$ cat src/rtl/majority_stream.sv
`default_nettype none
// ============================================================================
// Module   : majority_stream
// Brief    : Bit-serial majority voter with valid/ready input and result ports.
// Revision : 1.0 - initial release
// ============================================================================
module majority_stream #(
    parameter int N = 32
) (
    input  logic                         clk,
    input  logic                         rst,
    input  logic                         clear,
    input  logic                         in_valid,
    input  logic                         in_bit,
    output logic                         in_ready,
    output logic                         out_valid,
    input  logic                         out_ready,
    output logic                         out_major,
    output logic                         out_tie,
    output logic [$clog2(N+1)-1:0]       out_ones
);

    localparam int CW = $clog2(N+1);

    localparam logic [0:0] c_st_collect = 1'b0;
    localparam logic [0:0] c_st_result  = 1'b1;

    localparam logic [CW-1:0] c_last_bit = CW'(N - 1);
    localparam logic [CW:0]   c_n_wide   = (CW+1)'(N);

    logic [0:0]    r_state;
    logic [CW-1:0] r_bit_cnt;
    logic [CW-1:0] r_ones_cnt;
    logic          r_out_valid;
    logic          r_out_major;
    logic          r_out_tie;
    logic [CW-1:0] r_out_ones;

    logic [CW-1:0] w_ones_next;
    logic [CW:0]   w_ones_x2;

    // Ones count including the bit on the input this cycle; doubled at
    // CW+1 bits so the comparison against N cannot overflow.
    assign w_ones_next = r_ones_cnt + CW'(in_bit);
    assign w_ones_x2   = {w_ones_next, 1'b0};

    always_ff @(posedge clk) begin
        if (rst) begin
            r_state     <= c_st_collect;
            r_bit_cnt   <= '0;
            r_ones_cnt  <= '0;
            r_out_valid <= 1'b0;
            r_out_major <= 1'b0;
            r_out_tie   <= 1'b0;
            r_out_ones  <= '0;
        end else if (clear) begin
            r_state     <= c_st_collect;
            r_bit_cnt   <= '0;
            r_ones_cnt  <= '0;
            r_out_valid <= 1'b0;
        end else begin
            case (r_state)
                c_st_collect: begin
                    if (in_valid) begin
                        if (r_bit_cnt == c_last_bit) begin
                            r_state     <= c_st_result;
                            r_bit_cnt   <= '0;
                            r_ones_cnt  <= '0;
                            r_out_valid <= 1'b1;
                            r_out_ones  <= w_ones_next;
                            r_out_major <= (w_ones_x2 > c_n_wide);
                            r_out_tie   <= (w_ones_x2 == c_n_wide);
                        end else begin
                            r_bit_cnt  <= r_bit_cnt + 1'b1;
                            r_ones_cnt <= w_ones_next;
                        end
                    end
                end
                default: begin
                    if (out_ready) begin
                        r_state     <= c_st_collect;
                        r_out_valid <= 1'b0;
                    end
                end
            endcase
        end
    end

    assign in_ready  = (r_state == c_st_collect);
    assign out_valid = r_out_valid;
    assign out_major = r_out_major;
    assign out_tie   = r_out_tie;
    assign out_ones  = r_out_ones;

endmodule
`default_nettype wire

$ cat config.mk
export PLATFORM = sky130hd
export DESIGN_NAME = majority_stream
export DESIGN_NICKNAME = d
export VERILOG_FILES = /design/src/rtl/majority_stream.sv
export SDC_FILE = /design/constraint.sdc
export NUM_CORES = 1
export LEC_CHECK = 0
export CAP_MARGIN = 10
export CORE_MARGIN = 2
export CORE_UTILIZATION = 50
export DETAILED_ROUTE_END_ITERATION = 10
export GPL_TIMING_DRIVEN = 0
export PLACE_DENSITY = 0.77
export SETUP_SLACK_MARGIN = 0.1
export SYNTH_ARGS = -nofsm -noshare
export SYNTH_HDL_FRONTEND = slang
export SYNTH_SLANG_ARGS = --single-unit
export TNS_END_PERCENT = 1
$ cat constraint.sdc
create_clock -name clk -period 2.4 [get_ports clk]
set_input_delay 0.48 -clock clk [delete_from_list [all_inputs] [get_ports clk]]
set_output_delay 0.48 -clock clk [all_outputs]
set_load 0.02 [all_outputs]
==> results of run 1 <==
==> cells in the mapped netlist <==
cell      instances
o41ai_1           1
buf_6             1
and2_4            1
and3_1            1
a311oi_1          1
nor3_1            3
nand3_1           6
inv_1             1
nor2_1           11
dfxtp_1          22
or2_2             1
nand2b_1          3
mux2i_1           5
xor2_1            5
o32ai_2           1
buf_2             2
or3_4             1
and3_2            1
a22oi_1           2
nand3b_1          2
a21oi_1          10
nand2_2           1
clkbuf_1          3
nor3b_2           1
ha_1              4
nand4_1           2
and4b_4           1
a21bo_2           1
nand4b_1          1
xnor2_1           2
a211oi_1          1
nand2_1          10
nor2b_1           1
o21ai_0           3
==> worst paths after layout <==
| check | start | to |
|---|---|---|
| min | out_valid | out_valid |
| max reg2reg | r_bit_cnt[0] | out_tie |
| max | in_bit | out_major |
| min reg2reg | out_valid | out_valid |
==> sequential cells by signal, summed over array words and instances, names as in the netlist <==
register	cells
out_major	1
out_ones	6
out_tie	1
out_valid	1
r_bit_cnt	6
r_ones_cnt	6
r_state	1
==> per-stage QoR <==
step	area [um2]	hold slack, ps
after floorplan	1027	441.6
after global placement	1201	447.7
after detailed placement	1201	458.8
after CTS	1224	472.1
after global routing	1224	493.9
final	1224	466.1
==> per-layer routing <==
metal	part of all wire, %	wire length [um]
met1	46	851
met2	50	927
met3	2.8	52
met4	0.92	17
met5	0	0
==> worst register-to-register path, stage by stage (launching register included) <==
cell and delay [ps]:
dfxtp_1 390, ha_1 300, nand3b_1 170, nor3b_2 230
buf_6 170, nand2_2 80, o32ai_2 250
==> power breakdown <==
group	internal (mW)	leakage [nW]	switching, mW
combinational	0.0148	0.222	0.0197
sequential	0.367	0.177	0.00144
clock	0.0583	0.0138	0.0978
total	0.440	0.413	0.119
==> final cells by class <==
class	count	area (um2)
fillers	186	718.2
multi-input cells	83	550.5
flip-flops and latches	22	440.4
repair buffers	14	140.1
well taps	27	33.78
plain buffers	6	32.53
clock buffers	3	22.52
inverters	1	3.754
==> cell families (layout without fill, tap and decap cells) <==
kind of cell	Yosys count	after routing
AOI/OAI and AO/OA	20	20
xor gates and xnor gates	7	7
adders and majority gates	4	4
buffers and inverters	7	24
DFF	22	22
muxes	5	5
and+or+nand+nor	47	47
==> reports/qor.yml, run 1 <==
antenna_cells: 0
final_common_cell: "dfxtp_1"
ys_seq_elements: 22
slowest_stage: "clkdlybuf4s50_1"
layoutNonFillerInstCount: 156
num_rows: 16
post_drt_wl_per_cell_um: 11.86
drv_slew: 0
cts.repair.resized: 0
worst_pin_slew_ps: 411.4
yosysTopAreaCell: "dfxtp_1"
drive_gt1_share_pct: 11.63
use_met3_pct: 3.681
critPathTopFamily: "buffers and inverters"
critPathRequiredTime_ps: 2610
max_freq_mhz: 517.3
holdPathStages: 2
cts_setup_buffers: 0
setup_viol: 0
cp.arrival_ps: 2140
grt-ovfl-total: 0
finalWirelength_um: 1850
status: "completed"
die_w_um: 49.33
cap_violations: 0
startpoint_type: "input pin"
setup_tns_ps: 0
start_util_pct: 52.90
grt_pass1_wl_um: 3360
io_buffers: 14
synth_top_family_by_area: "simple AND/OR/NAND/NOR gates"
crit_top_cell: "ha_1"
fin_skew_ps: 4.362
drtPass1Iterations: 4
dpl.hpwl_um: 1437
hold_viol_final: 0
path_buf_inv: 1
final_core_util_pct: 63.02
max_stage_delay_ps: 480
nNetsFinal: 141
numClockSinks: 22
ir_drop_mv: 0.3128
met2_usage_pct: 30.86
hold_path.class: "flip-flop to flip-flop"
postLayoutSetupSlackWorst_ps: 466.9
fin_crit_sh_pct: 80.55
mostFrequentLayoutCells: "22 x dfxtp_1, 14 x clkdlybuf4s50_1, 11 x nor2_1"
grt_use_total_pct: 17.67
vias: 825
grtUsageMet1_pct: 21.41
yosys.area_share.simple_pct: 25.09
slew_headroom_pct: 72.57
yosys-top-cells-area: "dfxtp_1 43%, a21oi_1 4.9%, ha_1 4.9%, mux2i_1 4.9%, xor2_1 4.3%"
period_needed_ps: 1933
ys.warnings.count: 0
synth-compound-area-share_pct: 12.79
grt_busiest_layer: "met2"
synth_mux_area_share_pct: 4.872
core_area_um2: 1942
grt_antenna_before_repair: 0
drc_errors: 0
synthesis.nets: 122
worstPathMaxFanout: 4
grt_max_degree: 12
syn_avg_cell_area_um2: 9.172
cts_root_buffer: "clkbuf_4"
grt_pass1_vias: 832
insertion_delay_ps: 290
synth_top_area_share_pct: 42.87
cp_cell_sequence: "clkdlybuf4s50_1 > ha_1 > ha_1 > nand3_1 > xnor2_1 > o41ai_1 > a311oi_1"
synth_fa_ha_area_share_pct: 4.872
ctsHoldBuffers: 0
powerDensity_nw_per_um2: 456.5
area_growth_pct: 19.12
h-tree-depth: 1
drt_iter0_markers: 9
ios: 16
dpl.cell_count: 153
rsz0062_at_grt: "no"
power_mw: 0.5586
ant_nets: 0
clk_pin_slew_worst_paths_ps: 110
r2r_slack_ps: 750
power.leakage_nw: 0.4132
clockBufferDepth: 2
synth-seq-area-share_pct: 42.87
end_kind: "flip-flop"
syn_area_um2: 1027
ff2ff_path_depth: 6
cts_made_buffers: 3
vias_per_cell: 5.288
die_h_um: 49.33
synthCells: 112
crit_cells: 7
cts_tree: "yes"
gp_congestion: 0.7308
synth_xor_xnor_area_share_pct: 5.968
dpl_worst_slack_ps: 157.3
synth_cell_types: 34
path_class: "input pin to flip-flop"
dieArea_um2: 2433
No activity file was read; power rests on OpenSTA's default activity.
==> run 2, diff against run 1 <==
- clock period: 2.4 -> 1.85 ns (I/O delays scaled with it)
==> run 2 against run 1 <==
Against the previous run:
- setup slack lost 330 ps
- critical path type unchanged
- worst hold slack lost 9.5 ps
- register-to-register slack lost 480 ps
- critical path depth unchanged
- combinational power up 36%
==> reports/qor.yml, run 2 (same netlist as run 1, synthesis figures left out) <==
start_util_pct: 52.90
ant_nets: 0
switchingPower_mw: 0.1565
setup_tns_ps: 0
pwr-share-clk_pct: 28.0
post_drt_wl_per_cell_um: 12.52
fillers: 176
core_area_um2: 1942
nNetsFinal: 142
pwr-share-comb_pct: 6.5
path_class: "input pin to flip-flop"
p_int_mw: 0.5719
die_w_um: 49.33
h-tree-depth: 1
grt_use_total_pct: 17.67
dpl.hpwl_um: 1437
gp_congestion: 0.7308
clk_pin_slew_worst_paths_ps: 110
crit_end: "out_major"
period_needed_ps: 1709
final_common_cell: "dfxtp_1"
rsz0062_at_grt: "yes"
final_core_util_pct: 65.59
swShare_pct: 21.48
cp.arrival_ps: 1920
grt_antenna_before_repair: 0
setup_viol: 0
max_freq_mhz: 585.0
grt_pass1_wl_um: 3360
powerDensity_nw_per_um2: 571.9
drc_errors: 0
grt_max_degree: 12
r2r_slack_ps: 270
fin_skew_ps: 3.412
critPathRequiredTime_ps: 2060
timing.rr.end: "out_ones[1]"
startpoint_type: "input pin"
drive_gt1_share_pct: 17.69
cts_root_buffer: "clkbuf_4"
cts_made_buffers: 3
slew_headroom_pct: 70.19
num_rows: 16
insertion_delay_ps: 290
grt-ovfl-total: 0
mostFrequentLayoutCells: "22 x dfxtp_1, 14 x clkdlybuf4s50_1, 11 x nor2_1"
vias: 835
antenna_cells: 0
worst_pin_slew_ps: 447.2
status: "completed"
io_buffers: 14
multi_input_area_um2: 593.1
area.sequential_um2: 440.4
ios: 16
numClockSinks: 22
hold_viol_final: 0
hold_path.class: "input pin to flip-flop"
clockBufferDepth: 2
power.leakage_nw: 0.4246
grt_pass1_vias: 833
drtPass1Iterations: 4
drv_slew: 0
drt_iter0_markers: 4
fin_crit_sh_pct: 92.40
die_h_um: 49.33
cap_violations: 0
startpoint: "in_bit"
ir_drop_mv: 0.3999
worstPathMaxFanout: 4
vias_per_cell: 5.318
area_growth_pct: 23.99
finalWirelength_um: 1965
r2r_start: "r_bit_cnt[0]"
seqPwrFrac_pct: 65.6
ff2ff_path_depth: 6
dieArea_um2: 2433
cts_tree: "yes"
end_kind: "flip-flop"
run 2: worst max-delay path, stage by stage:
cell             delay (ps)
clkdlybuf4s50_1         490
ha_2                    200
ha_4                    160
nand3_2                 110
xnor2_2                 260
o41ai_2                 120
a311oi_1                210
run 2: how the worst min path moves through the flow:
stage | start | to | slack [ps] | depth (start not counted)
3_5_place_dp | out_valid | out_valid | 460 | 2
3_3_place_gp | out_valid | out_valid | 450 | 2
6_report | rst | out_ones[0] | 460 | 2
2_1_floorplan | r_ones_cnt[5] | r_ones_cnt[5] | 440 | 2
5_1_grt | rst | out_ones[0] | 470 | 2
4_1_cts | rst | out_ones[2] | 450 | 2
run 2: timing repair:
action | in CTS | in global routing
hold buffers | 0 | 0
resized for setup | 1 | 7
pin swaps | 0 | 2
endpoints found under the setup margin | 2 | 4
setup buffers | 0 | 1
run 2: layer usage:
layer,vias up,part of all wire (%),GRT usage (%)
met4,0,1.9,5.714
met1,387,44,21.41
met2,15,52,30.86
met5,-,0,0
li1,429,-,-
met3,4,2.6,3.681
run 2: metrics by stage:
| stage | power (mW) | instances | setup WS, ps | instance area [um2] | hold slack (ps) |
|---|---|---|---|---|---|
| after floorplan | 0.5147 | 112 | 391.9 | 1027 | 441.6 |
| after global placement | 0.5320 | 153 | -241.9 | 1201 | 447.7 |
| after detailed placement | 0.5332 | 153 | -282.7 | 1201 | 458.8 |
| after CTS | 0.7319 | 156 | 112.2 | 1231 | 445.6 |
| after global routing | 0.7604 | 157 | 66.56 | 1274 | 469.3 |
| final | 0.7284 | 157 | 140.5 | 1274 | 456.7 |
run 2: power groups by stage:
stage	combinational (mW)	clock [mW]	sequential, mW
after floorplan	0.0267	0	0.488
after CTS	0.0449	0.209	0.478
after detailed placement	0.0448	0	0.488
after global routing	0.0518	0.230	0.478
final	0.0470	0.204	0.478
after global placement	0.0438	0	0.488
run 2: layout make-up:
type / count / area share (%)
clock buffer: 3 / 1.768
tap: 27 / 2.652
timing repair buffer: 15 / 11.59
multi-input combinational: 83 / 46.56
buffer: 6 / 2.554
sequential: 22 / 34.58
inverter: 1 / 0.2947
==> run 3, diff against run 2 <==
- CTS_CLUSTER_SIZE: default -> 28
==> results of run 3 <==
Same layout as run 2: the final DEF is identical, and so are final timing and power.
